[src/rtl/fetch_req_ctrl.sv]
// Instruction-memory request controller: issues sequential word fetches on the req/gnt/rvalid
// bus, tracks in-flight requests, drops stale responses after redirects and pushes the rest to the fetch FIFO.
module fetch_req_ctrl #(
    parameter logic [31:0] PC_RESET = 32'h0000_0000,
    parameter int unsigned NUM_REQS = 2,
    parameter int unsigned CNT_W    = $clog2(NUM_REQS + 1)
) (
    input  logic             clk,
    input  logic             rstn,
    input  logic             redirect_i,
    input  logic [31:0]      redirect_addr_i,
    input  logic [CNT_W-1:0] fifo_free_i,
    output logic             out_valid_o,
    output logic [31:0]      out_rdata_o,
    output logic             out_err_o,
    output logic [31:0]      out_addr_o,
    output logic             instr_req_o,
    output logic [31:0]      instr_addr_o,
    input  logic             instr_gnt_i,
    input  logic             instr_rvalid_i,
    input  logic [31:0]      instr_rdata_i,
    input  logic             instr_err_i,
    output logic             busy_o
);

    localparam int unsigned PTR_W = (NUM_REQS > 1) ? $clog2(NUM_REQS) : 1;
    localparam int unsigned SUM_W = CNT_W + 1;
    localparam logic [31:0] PC_RESET_W = {PC_RESET[31:2], 2'b00};

    logic             in_reset_q;
    logic             req_hold_q, req_hold_d;
    logic [31:0]      fetch_addr_q, fetch_addr_d;
    logic             pend_redirect_q, pend_redirect_d;
    logic [31:0]      pend_addr_q, pend_addr_d;
    logic [CNT_W-1:0] outstanding_q, outstanding_d;
    logic [CNT_W-1:0] discard_q, discard_d;
    logic [PTR_W-1:0] rd_ptr_q, rd_ptr_d;
    logic [PTR_W-1:0] wr_ptr_q, wr_ptr_d;
    logic [31:0]      addr_q [NUM_REQS];

    logic             out_valid_q, out_valid_d;
    logic [31:0]      out_rdata_q, out_rdata_d;
    logic             out_err_q, out_err_d;
    logic [31:0]      out_addr_q, out_addr_d;

    logic             can_issue;
    logic             fire;
    logic             rv_ok;
    logic             rv_out;
    logic             rv_disc;
    logic             push;
    logic [SUM_W-1:0] inflight;
    logic [CNT_W-1:0] out_after;
    logic [CNT_W-1:0] disc_after;
    logic [31:0]      redir_word;
    logic             unused_addr_bits;

    assign unused_addr_bits = ^redirect_addr_i[1:0];
    assign redir_word       = {redirect_addr_i[31:2], 2'b00};

    function automatic logic [PTR_W-1:0] ptr_inc(input logic [PTR_W-1:0] p);
        if (p == PTR_W'(NUM_REQS - 1)) begin
            return '0;
        end
        return p + PTR_W'(1);
    endfunction

    // A raised request stays up until granted, independent of credit or count changes.
    assign inflight     = SUM_W'(outstanding_q) + SUM_W'(discard_q);
    assign can_issue    = ~in_reset_q & (inflight < SUM_W'(NUM_REQS)) & (outstanding_q < fifo_free_i);
    assign instr_req_o  = req_hold_q | can_issue;
    assign instr_addr_o = fetch_addr_q;
    assign busy_o       = (outstanding_q != '0) | instr_req_o;

    assign fire    = instr_req_o & instr_gnt_i;
    assign rv_ok   = instr_rvalid_i & ~in_reset_q & (inflight != '0);
    assign rv_disc = rv_ok & (discard_q != '0);
    assign rv_out  = rv_ok & (discard_q == '0);
    assign push    = fire & ~redirect_i & ~pend_redirect_q;

    // Address generation and deferred redirect for a request caught mid-handshake
    always_comb begin
        fetch_addr_d    = fetch_addr_q;
        pend_redirect_d = pend_redirect_q;
        pend_addr_d     = pend_addr_q;
        req_hold_d      = instr_req_o & ~instr_gnt_i;
        if (fire) begin
            pend_redirect_d = 1'b0;
            if (redirect_i) begin
                fetch_addr_d = redir_word;
            end else if (pend_redirect_q) begin
                fetch_addr_d = pend_addr_q;
            end else begin
                fetch_addr_d = fetch_addr_q + 32'd4;
            end
        end else if (redirect_i) begin
            if (instr_req_o) begin
                pend_redirect_d = 1'b1;
                pend_addr_d     = redir_word;
            end else begin
                fetch_addr_d = redir_word;
            end
        end
    end

    // Outstanding/discard accounting; a redirect converts every live response into a discard
    always_comb begin
        out_after  = outstanding_q - CNT_W'(rv_out);
        disc_after = discard_q - CNT_W'(rv_disc);
        if (redirect_i) begin
            outstanding_d = '0;
            discard_d     = disc_after + out_after + CNT_W'(fire);
        end else begin
            outstanding_d = out_after + CNT_W'(fire & ~pend_redirect_q);
            discard_d     = disc_after + CNT_W'(fire & pend_redirect_q);
        end
    end

    // Address queue pointers; live entries are always younger than discarded ones
    always_comb begin
        rd_ptr_d = rv_out ? ptr_inc(rd_ptr_q) : rd_ptr_q;
        if (redirect_i) begin
            wr_ptr_d = rd_ptr_d;
        end else if (push) begin
            wr_ptr_d = ptr_inc(wr_ptr_q);
        end else begin
            wr_ptr_d = wr_ptr_q;
        end
    end

    always_comb begin
        out_valid_d = rv_out & ~redirect_i;
        out_rdata_d = out_rdata_q;
        out_err_d   = out_err_q;
        out_addr_d  = out_addr_q;
        if (out_valid_d) begin
            out_rdata_d = instr_rdata_i;
            out_err_d   = instr_err_i;
            out_addr_d  = addr_q[rd_ptr_q];
        end
    end

    always_ff @(posedge clk or negedge rstn) begin
        if (!rstn) begin
            in_reset_q      <= 1'b1;
            req_hold_q      <= 1'b0;
            fetch_addr_q    <= PC_RESET_W;
            pend_redirect_q <= 1'b0;
            pend_addr_q     <= '0;
            outstanding_q   <= '0;
            discard_q       <= '0;
            rd_ptr_q        <= '0;
            wr_ptr_q        <= '0;
            out_valid_q     <= 1'b0;
            out_rdata_q     <= '0;
            out_err_q       <= 1'b0;
            out_addr_q      <= '0;
        end else begin
            in_reset_q      <= 1'b0;
            req_hold_q      <= req_hold_d;
            fetch_addr_q    <= fetch_addr_d;
            pend_redirect_q <= pend_redirect_d;
            pend_addr_q     <= pend_addr_d;
            outstanding_q   <= outstanding_d;
            discard_q       <= discard_d;
            rd_ptr_q        <= rd_ptr_d;
            wr_ptr_q        <= wr_ptr_d;
            out_valid_q     <= out_valid_d;
            out_rdata_q     <= out_rdata_d;
            out_err_q       <= out_err_d;
            out_addr_q      <= out_addr_d;
        end
    end

    always_ff @(posedge clk or negedge rstn) begin
        if (!rstn) begin
            for (int i = 0; i < int'(NUM_REQS); i++) begin
                addr_q[i] <= '0;
            end
        end else if (push) begin
            addr_q[wr_ptr_q] <= fetch_addr_q;
        end
    end

    assign out_valid_o = out_valid_q;
    assign out_rdata_o = out_rdata_q;
    assign out_err_o   = out_err_q;
    assign out_addr_o  = out_addr_q;

    a_rvalid_legal: assert property (@(posedge clk) disable iff (!rstn || in_reset_q)
        instr_rvalid_i |-> (inflight != '0));

    a_count_bound: assert property (@(posedge clk) disable iff (!rstn)
        inflight <= SUM_W'(NUM_REQS));

    a_req_held: assert property (@(posedge clk) disable iff (!rstn)
        (instr_req_o && !instr_gnt_i) |=> (instr_req_o && $stable(instr_addr_o)));

endmodule

[config.mk]
export PLATFORM = sky130hd
export DESIGN_NAME = fetch_req_ctrl
export DESIGN_NICKNAME = d
export VERILOG_FILES = /design/src/rtl/fetch_req_ctrl.sv
export SDC_FILE = /design/constraint.sdc
export NUM_CORES = 1
export LEC_CHECK = 0
export CORE_UTILIZATION = 45
export CTS_CLUSTER_SIZE = 24
export DETAILED_ROUTE_END_ITERATION = 8
export DONT_BUFFER_PORTS = 1
export SYNTH_ARGS = -nofsm -noshare
export SYNTH_HDL_FRONTEND = slang
export SYNTH_SLANG_ARGS = --single-unit
[constraint.sdc]
create_clock -name clk -period 4.7 [get_ports clk]
set_clock_uncertainty 0.2 [all_clocks]
set_input_delay 0.47 -clock clk [delete_from_list [all_inputs] [get_ports clk]]
set_output_delay 0.47 -clock clk [all_outputs]
set_load 0.02 [all_outputs]
==> run_results.csv <==
group,metric,value,unit
drt,drtIter0Drc,365,
sta,rsz0062_at_grt,"false",
layout,area_delta_synth_final,14.69,%
yosys,synth_warnings,0,
sta,slew_viol_final,0,
drt,vias,6180,
cts,postCtsSetupBuffers,0,
yosys,synth_flop_cell,"dfrtp_1",
power,p_leak,4.544,nW
drt,drc,0,
layout,multi_input_area,3919,sq um
setup_path,worstPathCellList,"ha_1 > inv_1 > fa_1 > and4bb_2 > o221ai_4 > inv_2 > nand2_1 > nor2_4 > buf_4 > mux2_2",
sta,finalHoldViolations,193,
placement,dp_hpwl,14050,um
layout,final_common_cell,"dfrtp_1",
setup_path,crit_path_end_kind,"flop",
cts,clk_pin_slew,70,ps
global_route,grt_max_degree,194,
global_route,grtUsageTotal,0.2233,
status,violations,"negative hold slack",
setup_path,cp_top_family,"simple AND/OR/NAND/NOR gates",
sta,timing.fmax,0.2761,GHz
setup_path,path_buf_inv,3,
cts,tritoncts,"done",
placement,io_buffers,0,
yosys,synth_top_cell_by_area,"dfrtp_1",
layout,layout-drive-gt1-share,0.2157,
yosys,synth_top_cell_area_share,0.5281,
yosys,async_reset_ff_frac,1.000,
cts,cts_root_buf,"clkbuf_16",
placement,place.gp.congestion,0.8264,
drt,postRouteAntennaNets,0,
power,powerDensity,692.2,nW/um^2
setup_path,path_class,"flop to flop",
sta,fin_tns_setup,0,ps
cts,cts_made_buffers,17,
layout,final_cell_mix,"dfrtp_1 (191), mux2_2 (124), nor2_1 (64), dlygate4sd3_1 (64), a21oi_1 (46)",
drt,routed_wl,22030,um
global_route,grt_pass1_vias,6413,
layout,final_nets,897,
yosys,ys_types,66,
floorplanning,initial_core_util,0.4629,
global_route,grt_pass1_wl,34730,um
global_route,gr-total-overflow,0,
placement,pre_cts_ws,1073,ps
setup_path,required,4820,ps
sta,relSlewSlack,0.3266,
cts,htree_levels,4,
yosys,syn_inst,775,
sta,layout_setup_ws,1079,ps
floorplanning,die_w,144.2,um
cts,cts_buffer_depth,2,
setup_path,ff2ff_path_depth,10,
global_route,antenna_found_initial,0,
setup_path,r2r-end,"addr_q[49]",
floorplanning,core_area,19650,sq um
placement,placed_cells_incl_taps,999,
yosys,ys_ff_latch,193,
flow_run,drv_cap,0,
power,vdd_drop_max,0.0003166,V
drt,vias_per_cell,5.644,
yosys,ys_top_cells_by_area,"dfrtp_1 (53%), mux2_2 (15%), mux2i_1 (4.1%), nor2_1 (2.7%), a21oi_1 (2.5%)",
setup_path,r2r-start,"outstanding_q[0]",
hold_path,hp-class,"input pin to asynchronous set/reset pin",
setup_path,cp.depth,10,
yosys,syn_area,9097,sq um
cts,worstSkewPairLatency,430,ps
yosys,synth_edf_count,0,
floorplanning,fp-row-count,51,
status,status,"finished with violations",
layout,ff_latch_area,4832,sq um
cts,numClockSinks,193,
sta,finalSetupViolCount,0,
setup_path,cp.arrival,3740,ps
sta,min_period_over_period,0.7705,
floorplanning,dieArea,20790,sq um
drt,dr.pass1.iters,4,
layout,layout.cells.non_filler,1095,
sta,worst-slew-pin-transition,1010,ps
drt,avgRoutedWirePerCell,20.12,um
cts,ctsHoldBuffers,64,
layout,nFillCells,1711,
sta,holdWs,-468.8,ps
setup_path,path_max_fanout,18,
layout,diodes,0,
floorplanning,ios,172,
yosys,avgSynthCellArea,11.74,sq um
setup_path,cpMaxStageDelayCell,"fa_1",
setup_path,startpoint_type,"flop",
cts,post_cts_resized,0,
yosys,ys_seq_area_frac,0.5310,
setup_path,r2r_slack,1080,ps
floorplanning,die_h,144.2,um
setup_path,max_stage_delay,490,ps
sta,fin_crit,3621,ps
[metal layers]
metal  GRT usage  part of all wire  routed length, um
met5           0                 0                  0
met4     0.08920             0.021                467
met1      0.2727              0.42               9332
met3     0.05563             0.056               1223
met2      0.3781              0.50              11010
[final cells by class]
class                           instances  area share
Clock buffer                           23     0.04581
Clock inverter                          9    0.006835
Inverter                               15    0.005396
Multi-Input combinational cell        517      0.3756
Sequential cell                       193      0.4631
Tap cell                              265     0.03178
Timing Repair Buffer                   73     0.07147
[flip-flops by register name (all words and copies together) (netlist names)]
register and flops:
out_addr_o 30, req_hold_q 1, wr_ptr_q 1, addr_q 60, discard_q 2, out_valid_o 1, pend_addr_q 30, pend_redirect_q 1
instr_addr_o 30, out_err_o 1, rd_ptr_q 1, outstanding_q 2, out_rdata_o 32, in_reset_q 1
[Yosys cell counts (11+ instances only)]
master and n:
mux2i_1 37, nor2_1 66, nor3_1 13, xor2_1 14, inv_1 14, dfrtp_1 192, a21oi_1 46, nand2_1 40
o21ai_0 19, a211oi_1 11, nand3_1 18, mux2_2 124, clkbuf_1 19
[per-stage QoR]
| step | utilization | instance area, sq um | hold WS [ps] | power, mW |
|---|---|---|---|---|
| CTS | 0.5309 | 10430 | -490.2 | 7.283 |
| global placement | 0.4703 | 9244 | -21.65 | 5.728 |
| global route | 0.5309 | 10430 | -494.6 | 7.692 |
| detailed placement | 0.4703 | 9244 | -20.68 | 5.862 |
| finish | 0.5309 | 10430 | -468.8 | 7.222 |
| floorplan | - | 9112 | -25.59 | 5.277 |
[report_power, final]
group,internal [mW],switching (mW)
logic,1.10,0.975
registers,2.42,1.37
clock network,0.727,0.632
[cell families after synthesis]
logic type               Yosys count  share of synthesized area
flip-flops                       193                     0.5310
other                              1                  0.0004122
buffers and inverters             69                    0.04153
XOR/XNOR                          21                    0.02022
multiplexers                     162                     0.1954
AND/OR/NAND/NOR                  194                     0.1082
AO/OA/AOI/OAI                    127                    0.09132
adder cells (fa/ha/maj)            8                    0.01183
[worst max-delay path by stage]
stage	startpoint	end
after detailed placement	outstanding_q[0]	addr_q[49]
after global routing	outstanding_q[0]	addr_q[49]
final	outstanding_q[0]	addr_q[49]
after global placement	outstanding_q[0]	addr_q[58]
after CTS	outstanding_q[0]	addr_q[49]
after floorplan	outstanding_q[0]	busy_o
No activity file was read; power rests on OpenSTA's default activity.
